===== src/rtl/unlock_key_sequencer_if.sv =====
// Key-word transfer port of unlock_key_sequencer: valid/ready handshake carrying one key word.
interface unlock_key_sequencer_if #(
  parameter int unsigned KEY_W = 8
);
  logic             key_valid;
  logic [KEY_W-1:0] key_data;
  logic             key_ready;

  modport master (output key_valid, output key_data, input key_ready);
  modport slave  (input key_valid, input key_data, output key_ready);
endinterface


===== src/rtl/unlock_key_sequencer.sv =====
// Power-on lock unlock sequencer: checks a NUM_WORDS-word key, escalates repeated failures to lockout.
// Optional macro UNLOCK_LOCKOUT_TIMER_EN: lockout expires after LOCKOUT_CYCLES instead of lasting until reset.
module unlock_key_sequencer #(
  parameter int unsigned KEY_W          = 8,
  parameter int unsigned NUM_WORDS      = 4,
  parameter int unsigned MAX_FAILS      = 3,
  parameter int unsigned WORD_TIMEOUT   = 16,
  parameter int unsigned LOCKOUT_CYCLES = 1024
) (
  input  logic                             clk,
  input  logic                             reset,
  unlock_key_sequencer_if.slave            key,
  input  logic [NUM_WORDS*KEY_W-1:0]       key_ref,
  input  logic                             relock,
  output logic                             unlock,
  output logic [$clog2(MAX_FAILS+1)-1:0]   fail_count,
  output logic                             lockout
);

  localparam int unsigned IDX_W = $clog2(NUM_WORDS);
  localparam int unsigned FC_W  = $clog2(MAX_FAILS + 1);
  localparam int unsigned TM_W  = $clog2(WORD_TIMEOUT + 1);

  localparam logic [IDX_W-1:0] LAST_IDX = IDX_W'(NUM_WORDS - 1);
  localparam logic [FC_W-1:0]  MAX_FC   = FC_W'(MAX_FAILS);
  localparam logic [TM_W-1:0]  TM_LAST  = TM_W'(WORD_TIMEOUT - 1);

  typedef enum logic [1:0] {
    S_IDLE,
    S_COLLECT,
    S_UNLOCKED,
    S_LOCKOUT
  } state_t;

  state_t           state;
  logic [IDX_W-1:0] idx;
  logic             mismatch;
  logic [TM_W-1:0]  timer;

`ifdef UNLOCK_LOCKOUT_TIMER_EN
  localparam int unsigned LC_W = $clog2(LOCKOUT_CYCLES + 1);
  logic [LC_W-1:0] lk_cnt;
`endif

  logic            transfer;
  logic            word_miss;
  logic            attempt_miss;
  logic            done;
  logic            failed;
  logic [FC_W-1:0] fail_next;

  always_comb begin
    transfer     = key.key_valid & key.key_ready;
    word_miss    = (key.key_data != key_ref[idx*KEY_W +: KEY_W]);
    attempt_miss = mismatch | word_miss;
    fail_next    = (fail_count == MAX_FC) ? MAX_FC : fail_count + 1'b1;
    done         = 1'b0;
    failed       = 1'b0;
    // A last-word transfer takes priority over a timeout landing in the same cycle
    if (state == S_COLLECT) begin
      if (transfer) begin
        if (idx == LAST_IDX) begin
          done   = 1'b1;
          failed = attempt_miss;
        end
      end else if (timer == TM_LAST) begin
        done   = 1'b1;
        failed = 1'b1;
      end
    end
  end

  always_ff @(posedge clk or posedge reset) begin
    if (reset) begin
      state         <= S_IDLE;
      key.key_ready <= 1'b0;
      unlock        <= 1'b0;
      fail_count    <= '0;
      lockout       <= 1'b0;
      idx           <= '0;
      mismatch      <= 1'b0;
      timer         <= '0;
`ifdef UNLOCK_LOCKOUT_TIMER_EN
      lk_cnt        <= '0;
`endif
    end else begin
      case (state)
        S_IDLE: begin
          key.key_ready <= 1'b1;
          if (transfer) begin
            idx      <= IDX_W'(1);
            mismatch <= word_miss;
            timer    <= '0;
            state    <= S_COLLECT;
          end
        end

        S_COLLECT: begin
          if (done) begin
            // Decision cycle: ready drops whatever the outcome
            key.key_ready <= 1'b0;
            idx           <= '0;
            mismatch      <= 1'b0;
            timer         <= '0;
            if (!failed) begin
              unlock     <= 1'b1;
              fail_count <= '0;
              state      <= S_UNLOCKED;
            end else begin
              fail_count <= fail_next;
              if (fail_next == MAX_FC) begin
                lockout <= 1'b1;
                state   <= S_LOCKOUT;
`ifdef UNLOCK_LOCKOUT_TIMER_EN
                lk_cnt  <= LC_W'(LOCKOUT_CYCLES);
`endif
              end else begin
                state <= S_IDLE;
              end
            end
          end else if (transfer) begin
            idx      <= idx + 1'b1;
            mismatch <= attempt_miss;
            timer    <= '0;
          end else begin
            timer <= timer + 1'b1;
          end
        end

        S_UNLOCKED: begin
          key.key_ready <= 1'b0;
          if (relock) begin
            unlock        <= 1'b0;
            key.key_ready <= 1'b1;
            state         <= S_IDLE;
          end
        end

        S_LOCKOUT: begin
          key.key_ready <= 1'b0;
`ifdef UNLOCK_LOCKOUT_TIMER_EN
          if (lk_cnt == LC_W'(1)) begin
            lockout       <= 1'b0;
            fail_count    <= MAX_FC - 1'b1;
            key.key_ready <= 1'b1;
            state         <= S_IDLE;
          end else begin
            lk_cnt <= lk_cnt - 1'b1;
          end
`endif
        end

        default: state <= S_IDLE;
      endcase
    end
  end

endmodule


===== src/flat_wrapper.sv =====
// flat-port wrapper written by rule: the top's interface ports become plain ports
module unlock_key_sequencer_flat 
#(
  parameter int unsigned KEY_W          = 8,
  parameter int unsigned NUM_WORDS      = 4,
  parameter int unsigned MAX_FAILS      = 3,
  parameter int unsigned WORD_TIMEOUT   = 16,
  parameter int unsigned LOCKOUT_CYCLES = 1024
)
  (clk, reset, key_ref, relock, unlock, fail_count, lockout, key_key_valid, key_key_data, key_key_ready);
  unlock_key_sequencer_if #(.KEY_W(KEY_W)) key_i ();
  input  logic clk;
  input  logic reset;
  input  logic [NUM_WORDS*KEY_W-1:0] key_ref;
  input  logic relock;
  output logic unlock;
  output logic [$clog2(MAX_FAILS+1)-1:0] fail_count;
  output logic lockout;
  input wire logic [$bits(key_i.key_valid)-1:0] key_key_valid;
  input wire logic [$bits(key_i.key_data)-1:0] key_key_data;
  output wire logic [$bits(key_i.key_ready)-1:0] key_key_ready;
  assign key_i.key_valid = key_key_valid;
  assign key_i.key_data = key_key_data;
  assign key_key_ready = key_i.key_ready;
  unlock_key_sequencer #(.KEY_W(KEY_W), .NUM_WORDS(NUM_WORDS), .MAX_FAILS(MAX_FAILS), .WORD_TIMEOUT(WORD_TIMEOUT), .LOCKOUT_CYCLES(LOCKOUT_CYCLES)) u_core (.clk(clk), .reset(reset), .key(key_i), .key_ref(key_ref), .relock(relock), .unlock(unlock), .fail_count(fail_count), .lockout(lockout));
endmodule

===== config.mk =====
export PLATFORM = sky130hd
export DESIGN_NAME = unlock_key_sequencer_flat
export DESIGN_NICKNAME = d
export VERILOG_FILES = /design/src/rtl/unlock_key_sequencer_if.sv /design/src/rtl/unlock_key_sequencer.sv /design/src/flat_wrapper.sv
export SDC_FILE = /design/constraint.sdc
export NUM_CORES = 1
export LEC_CHECK = 0
export ABC_AREA = 1
export BUFFER_PORTS_ARGS = -buffer_cell sky130_fd_sc_hd__buf_4
export CAP_MARGIN = 5
export CORE_ASPECT_RATIO = 1.25
export CORE_MARGIN = 3
export CORE_UTILIZATION = 49
export DETAILED_ROUTE_END_ITERATION = 6
export GPL_TIMING_DRIVEN = 0
export PLACE_DENSITY_LB_ADDON = 0.1
export SYNTH_ARGS = -nofsm -noshare
export SYNTH_HDL_FRONTEND = slang
export SYNTH_SLANG_ARGS = --single-unit
export TNS_END_PERCENT = 20

===== constraint.sdc =====
create_clock -name clk -period 2.2 [get_ports clk]
set_input_delay 0.22 -clock clk [delete_from_list [all_inputs] [get_ports clk]]
set_output_delay 0.22 -clock clk [all_outputs]
set_load 0.05 [all_outputs]

# After elaboration in Yosys (flattened, before gate mapping)
# Cells that the tools add are included.
[totals]
reg_bits = 15
output_inout_bits = 5
elab_cells = 70
[classes]
n_addsub = 3
n_eq_ne = 13
shifts = 1
muxes = 33
bitwise_logic = 2
n_reduce_logical = 10
[op_table]
columns = ["operator", "count"]
rows = [
  ["$shiftx 32x6->8", 1],
  ["$mux 2", 9],
  ["$mux 1", 15],
  ["$mux 5", 3],
  ["$reduce_and 4->1", 3],
  ["$eq 2x2->1 const B", 5],
  ["$pmux 5 s2", 1],
  ["$ne 8x8->1", 1],
  ["$pmux 2 s3", 1],
  ["$add 5x1->5 const B", 1],
  ["$eq 5x4->1 const B", 1],
  ["$add 2x1->2 const B", 2],
  ["$ne 2x1->1 const B", 2],
  ["$ne 2x2->1 const B", 2],
  ["$pmux 1 s2", 2],
  ["$pmux 1 s4", 1],
  ["$pmux 2 s2", 1],
  ["$reduce_and 2->1", 2],
  ["$reduce_bool 2->1", 2],
  ["$ne 3x1->1 const B", 1],
  ["$reduce_and 3->1", 1],
  ["$reduce_bool 3->1", 1],
  ["$eq 2x1->1 const B", 1],
  ["$logic_not 2->1", 1],
  ["other kinds (2)", 2],
]

# Logic depth before layout (Yosys ltp)
[depth]
ltp_word = 9
depth_mapped = 15

# Worst setup path after synthesis
# Ideal clock, no wire load.
[synth_timing]
kind = "register to register"
start = "register u_core.timer[0]"
end = "register u_core.state[0]"
setup_time_ps = 127
arrival_time_ps = 1664
t_required_ps = 2073
path_slack_ps = 408
path_stages_with_launch = 14
n_path_buf = 0
cell_sequence = "dfrtp_1 > ha_1 > nand2_1 > nor2_1 > ha_1 > inv_1 > nand2_1 > o21ai_0 > inv_1 > nor2_1 > a21oi_1 > nand3b_1 > nand2_1 > a21boi_0"
[synth_via]
elab_chain_cells = 7
elab_cells_between_ends = 11
classes_between = "2 x eq/ne; 8 x mux; 1 x reduce/logical"
[synth_rtl]
columns = ["element", "line_no", "text"]
rows = [
  ["start: declaration", "unlock_key_sequencer.sv:38", "logic [TM_W-1:0] timer;"],
  ["start signal: assignment", "unlock_key_sequencer.sv:126", "timer <= timer + 1'b1;"],
  ["$eq 5x4->1 (*)", "unlock_key_sequencer.sv:66", "end else if (timer == TM_LAST) begin"],
  ["$mux 1 (*)", "unlock_key_sequencer.sv:66", ""],
  ["$mux 1", "unlock_key_sequencer.sv:61", "if (transfer) begin"],
  ["$mux 1", "unlock_key_sequencer.sv:60", "if (state == S_COLLECT) begin"],
  ["$mux 2", "unlock_key_sequencer.sv:105", "if (!failed) begin"],
  ["$mux 2", "unlock_key_sequencer.sv:99", "if (done) begin"],
  ["$pmux 2 s3", "unlock_key_sequencer.sv:87", "case (state)"],
  ["end signal: assignment", "unlock_key_sequencer.sv:94", "state <= S_COLLECT;"],
  ["end signal: assignment", "unlock_key_sequencer.sv:108", "state <= S_UNLOCKED;"],
  ["end signal: assignment", "unlock_key_sequencer.sv:113", "state <= S_LOCKOUT;"],
  ["end: declaration", "unlock_key_sequencer.sv:35", "state_t state;"],
]
# Every way passes the cells marked *; elsewhere a longest branch is shown, timed or not. The select of a mux whose other input is x is not followed.
# A chain may end at the register's enable or synchronous reset.

# Worst setup path in the final report
# Ends and elaborated chain as after synthesis.

==> impl_metrics.yaml <==
setup_path:
  setup.worst_path.start: "u_core.timer[0]$_DFFE_PP0P_"
  crit_path_max_incr_delay_ns: 0.41
  worstReg2RegEnd: "u_core.state[0]$_DFFE_PP0P_"
  cp_max_fanout: 4
  worst_ep_arrival_time_ns: 2.12
  reg2regPathDepth: 13
  critical_path.startpoint_type: "flop"
  reg2reg_slack_ns: 0.24
  reg2reg_from: "u_core.timer[0]$_DFFE_PP0P_"
  endpoint: "u_core.state[0]$_DFFE_PP0P_"
  critical_path_class: "reg2reg"
  crit_slowest_cell: "dfrtp_1"
  crit_path_cell_trace: "ha_1 -> nand2_1 -> nor2_1 -> ha_1 -> inv_1 -> nand2_1 -> o21ai_0 -> inv_1 -> nor2_2 -> a21oi_1 -> nand3b_1 -> nand2_1 -> a21boi_0"
  path_common_cell: "nand2_1"
  cp.required_ns: 2.37
  endpoint_kind: "flop"
drt:
  viasPerCell: 4.72
  drt_drc_violations_left: 0
  drtAntennaViolNets: 0
  detail_route.wl_per_cell_um: 9.08
  drt_pass1_iterations: 4
  drt_iter0_markers: 18
  num_vias: 1407
  route.final.wire_length_um: 2710
yosys:
  yosysTopAreaCell: "dfrtp_1"
  mappedNetlistNets: 263
  netlist-cell-type-count: 22
  postSynthAreaPerCell_um2: 6.29
  ys_seq_elements: 15
  synth_top_area_share_pct: 28.1
  synthesis.area_mm2: 0.00133
  ranking_of_synthesized_cells_by_area: "dfrtp_1 (28%), nand2_1 (24%), nand3_1 (9.0%)"
  synth.yosys.seq_area_share_pct: 28.1
  synth_warnings: 0
  post_synth_inst_count: 212
clock_network:
  tritoncts.num_buffers: 3
  max_clock_buf_depth: 2
  clock_latency_ns: 0.28
  htreeDepth: 1
  cts_tree: "yes"
  clk_pin_slew_worst_paths_ns: 0.08
  clock_sink_count: 15
  clock-root-buffer: "clkbuf_4"
  setup_fix_bufs_post_cts: 0
layout:
  most_common_cell_after_layout_fill_and_taps_aside: "nand2_1"
  final_layout_size_suffix_gt1_share_pct: 26.8
  nFillCells: 250
  layout_common_cells: "nand2_1 (85), buf_4 (49), inv_1 (31), nand3_1 (24), dfrtp_1 (15)"
  finish.utilization_pct: 70.9
  antenna-diode-count: 0
  layout.nets: 317
  layout-area-overhead-vs-synth_pct: 33.0
run:
  max-cap-violations: 0
outcome:
  outcome: "finished clean"
floorplan:
  die-area_mm2: 0.00339
  boundaryPins: 49
  initial_utilization_pct: 53.3
  die_width_um: 52.7
  floorplan.rows: 20
  std_cell_core_area_mm2: 0.00250
  fp.dieH_um: 64.3
place:
  place_congestion: 0.724
  hpwlAfterDp_um: 2260
  place.port_buffers: 48
timing:
  fmax_ghz: 0.511
  max-slew-margin-rel_pct: 62.7
  tightest_slew_ns: 0.559
  pins_over_their_slew_limit: 0
  grt_setup_unrepaired: "false"
  final.setup.tns_ns: 0
  clock_skew_ns: 0.00156
  number_of_failing_setup_endpoints_in_the_final_timing_report: 0
  period_share_pct: 88.9
  hold_viol_final: 0
  post_route_minimum_period_ns: 1.96
pwr:
  worst_ir_drop_vdd_mv: 0.253
  power_leakage_nw: 1.03
  power.density_cell_area_mw_per_mm2: 301
global_routing:
  vias_in_the_first_global_route: 1270
  globalRoute.totalOverflow: 0
  grt_start_max_net_pins: 16
  grt_first_pass_wirelength_um: 4710
  groute.usage.overall_pct: 17.6
  antenna_found_initial: 0
hold_path:
  worstHoldPathType: "in2reg"
[flip-flops by register name, indices dropped and copies added, names as in the netlist]
| signal | flops |
|---|---|
| u_core.lockout | 1 |
| u_core.mismatch | 1 |
| u_core.state | 2 |
| u_core.fail_count | 2 |
| u_core.key.key_ready | 1 |
| u_core.timer | 5 |
| u_core.idx | 2 |
| u_core.unlock | 1 |
[worst max-delay path, delay by kind of cell, from the launching register on]
family	cells	cell delay (ns)
and+or+nand+nor	6	0.59
adders and majority gates	2	0.39
buffers and inverters	2	0.15
AOI/OAI and AO/OA	3	0.31
DFF	1	0.41
[routing by layer]
metal | up-vias | wire length [um] | part of all wire [%] | global-route usage, %
met4 | 0 | 23 | 0.85 | 7.67
met1 | 598 | 1200 | 44 | 20.8
met5 | - | 0 | 0 | 0
met2 | 38 | 1340 | 50 | 31.4
met3 | 3 | 139 | 5.1 | 1.40
li1 | 768 | - | - | -
[worst min-delay path by stage]
| stage | from | to | slack (ns) | cells after the start |
|---|---|---|---|---|
| after global routing | relock | u_core.key.key_ready$_DFFE_PP0N_ | 0.27 | 3 |
| after floorplan | reset | u_core.fail_count[0]$_DFFE_PP0P_ | 0.12 | 1 |
| final | relock | u_core.key.key_ready$_DFFE_PP0N_ | 0.26 | 3 |
| after detailed placement | reset | u_core.timer[0]$_DFFE_PP0P_ | 0.31 | 2 |
| after global placement | reset | u_core.timer[3]$_DFFE_PP0P_ | 0.31 | 2 |
| after CTS | relock | u_core.key.key_ready$_DFFE_PP0N_ | 0.26 | 3 |
[report_power, final]
group	switching [mW]	total, mW	internal (mW)	leakage [nW]
Sequential	0	0.275	0.275	0.168
Combinational	0.0385	0.104	0.0657	0.844
Clock	0.0836	0.154	0.0704	0.0150
[stage by stage]
stage                     std cells  cell area (um^2)  worst slack, ns  power (mW)  hold slack, ns
after floorplan                 212              1330            0.408       0.320           0.121
after global placement          293              1740            0.174       0.384           0.312
after detailed placement        293              1740            0.184       0.385           0.306
after CTS                       298              1770            0.160       0.540           0.264
after global routing            298              1770          0.00685       0.567           0.274
final                           298              1770            0.245       0.534           0.261
[cells in the mapped netlist]
master and n:
nand2_1 85, inv_1 31, nand3_1 24, dfrtp_1 15, nor2_1 12, o21ai_0 8
ha_1 7, nand3_2 6, nand2_2 4, a21oi_1 3, buf_6 3, nand3b_1 2
nor2_2 2, o22ai_1 2, a21boi_0 1, and2_2 1, buf_4 1, inv_2 1
inv_4 1, mux2i_1 1, nor3_1 1, xor2_1 1
[kinds of logic (layout without fill, tap and decap cells)]
family	after synthesis	in the layout	synth area share [%]
compound gates	14	14	5.63
fa+ha+maj	7	7	6.57
xor+xnor	1	1	0.657
buf+inv	37	90	12.6
mux	1	1	0.750
simple gates	137	137	45.7
flops	15	15	28.1
[timing repair]
action                                  CTS  global route
gates resized for setup                   0             1
endpoints found under the setup margin    0             2
endpoints found under the hold margin    11             0
hold buffers                              1             0
[final cells by class]
class                   instances  area (um^2)  share of cell area (%)
well taps                      33         41.3                    2.33
flip-flops and latches         15          375                    21.2
clock buffers                   4         26.3                    1.48
multi-input cells             160          793                    44.7
repair buffers                 49          370                    20.9
inverters                      33          126                    7.12
plain buffers                   4         41.3                    2.33
No activity file was read; power rests on OpenSTA's default activity.
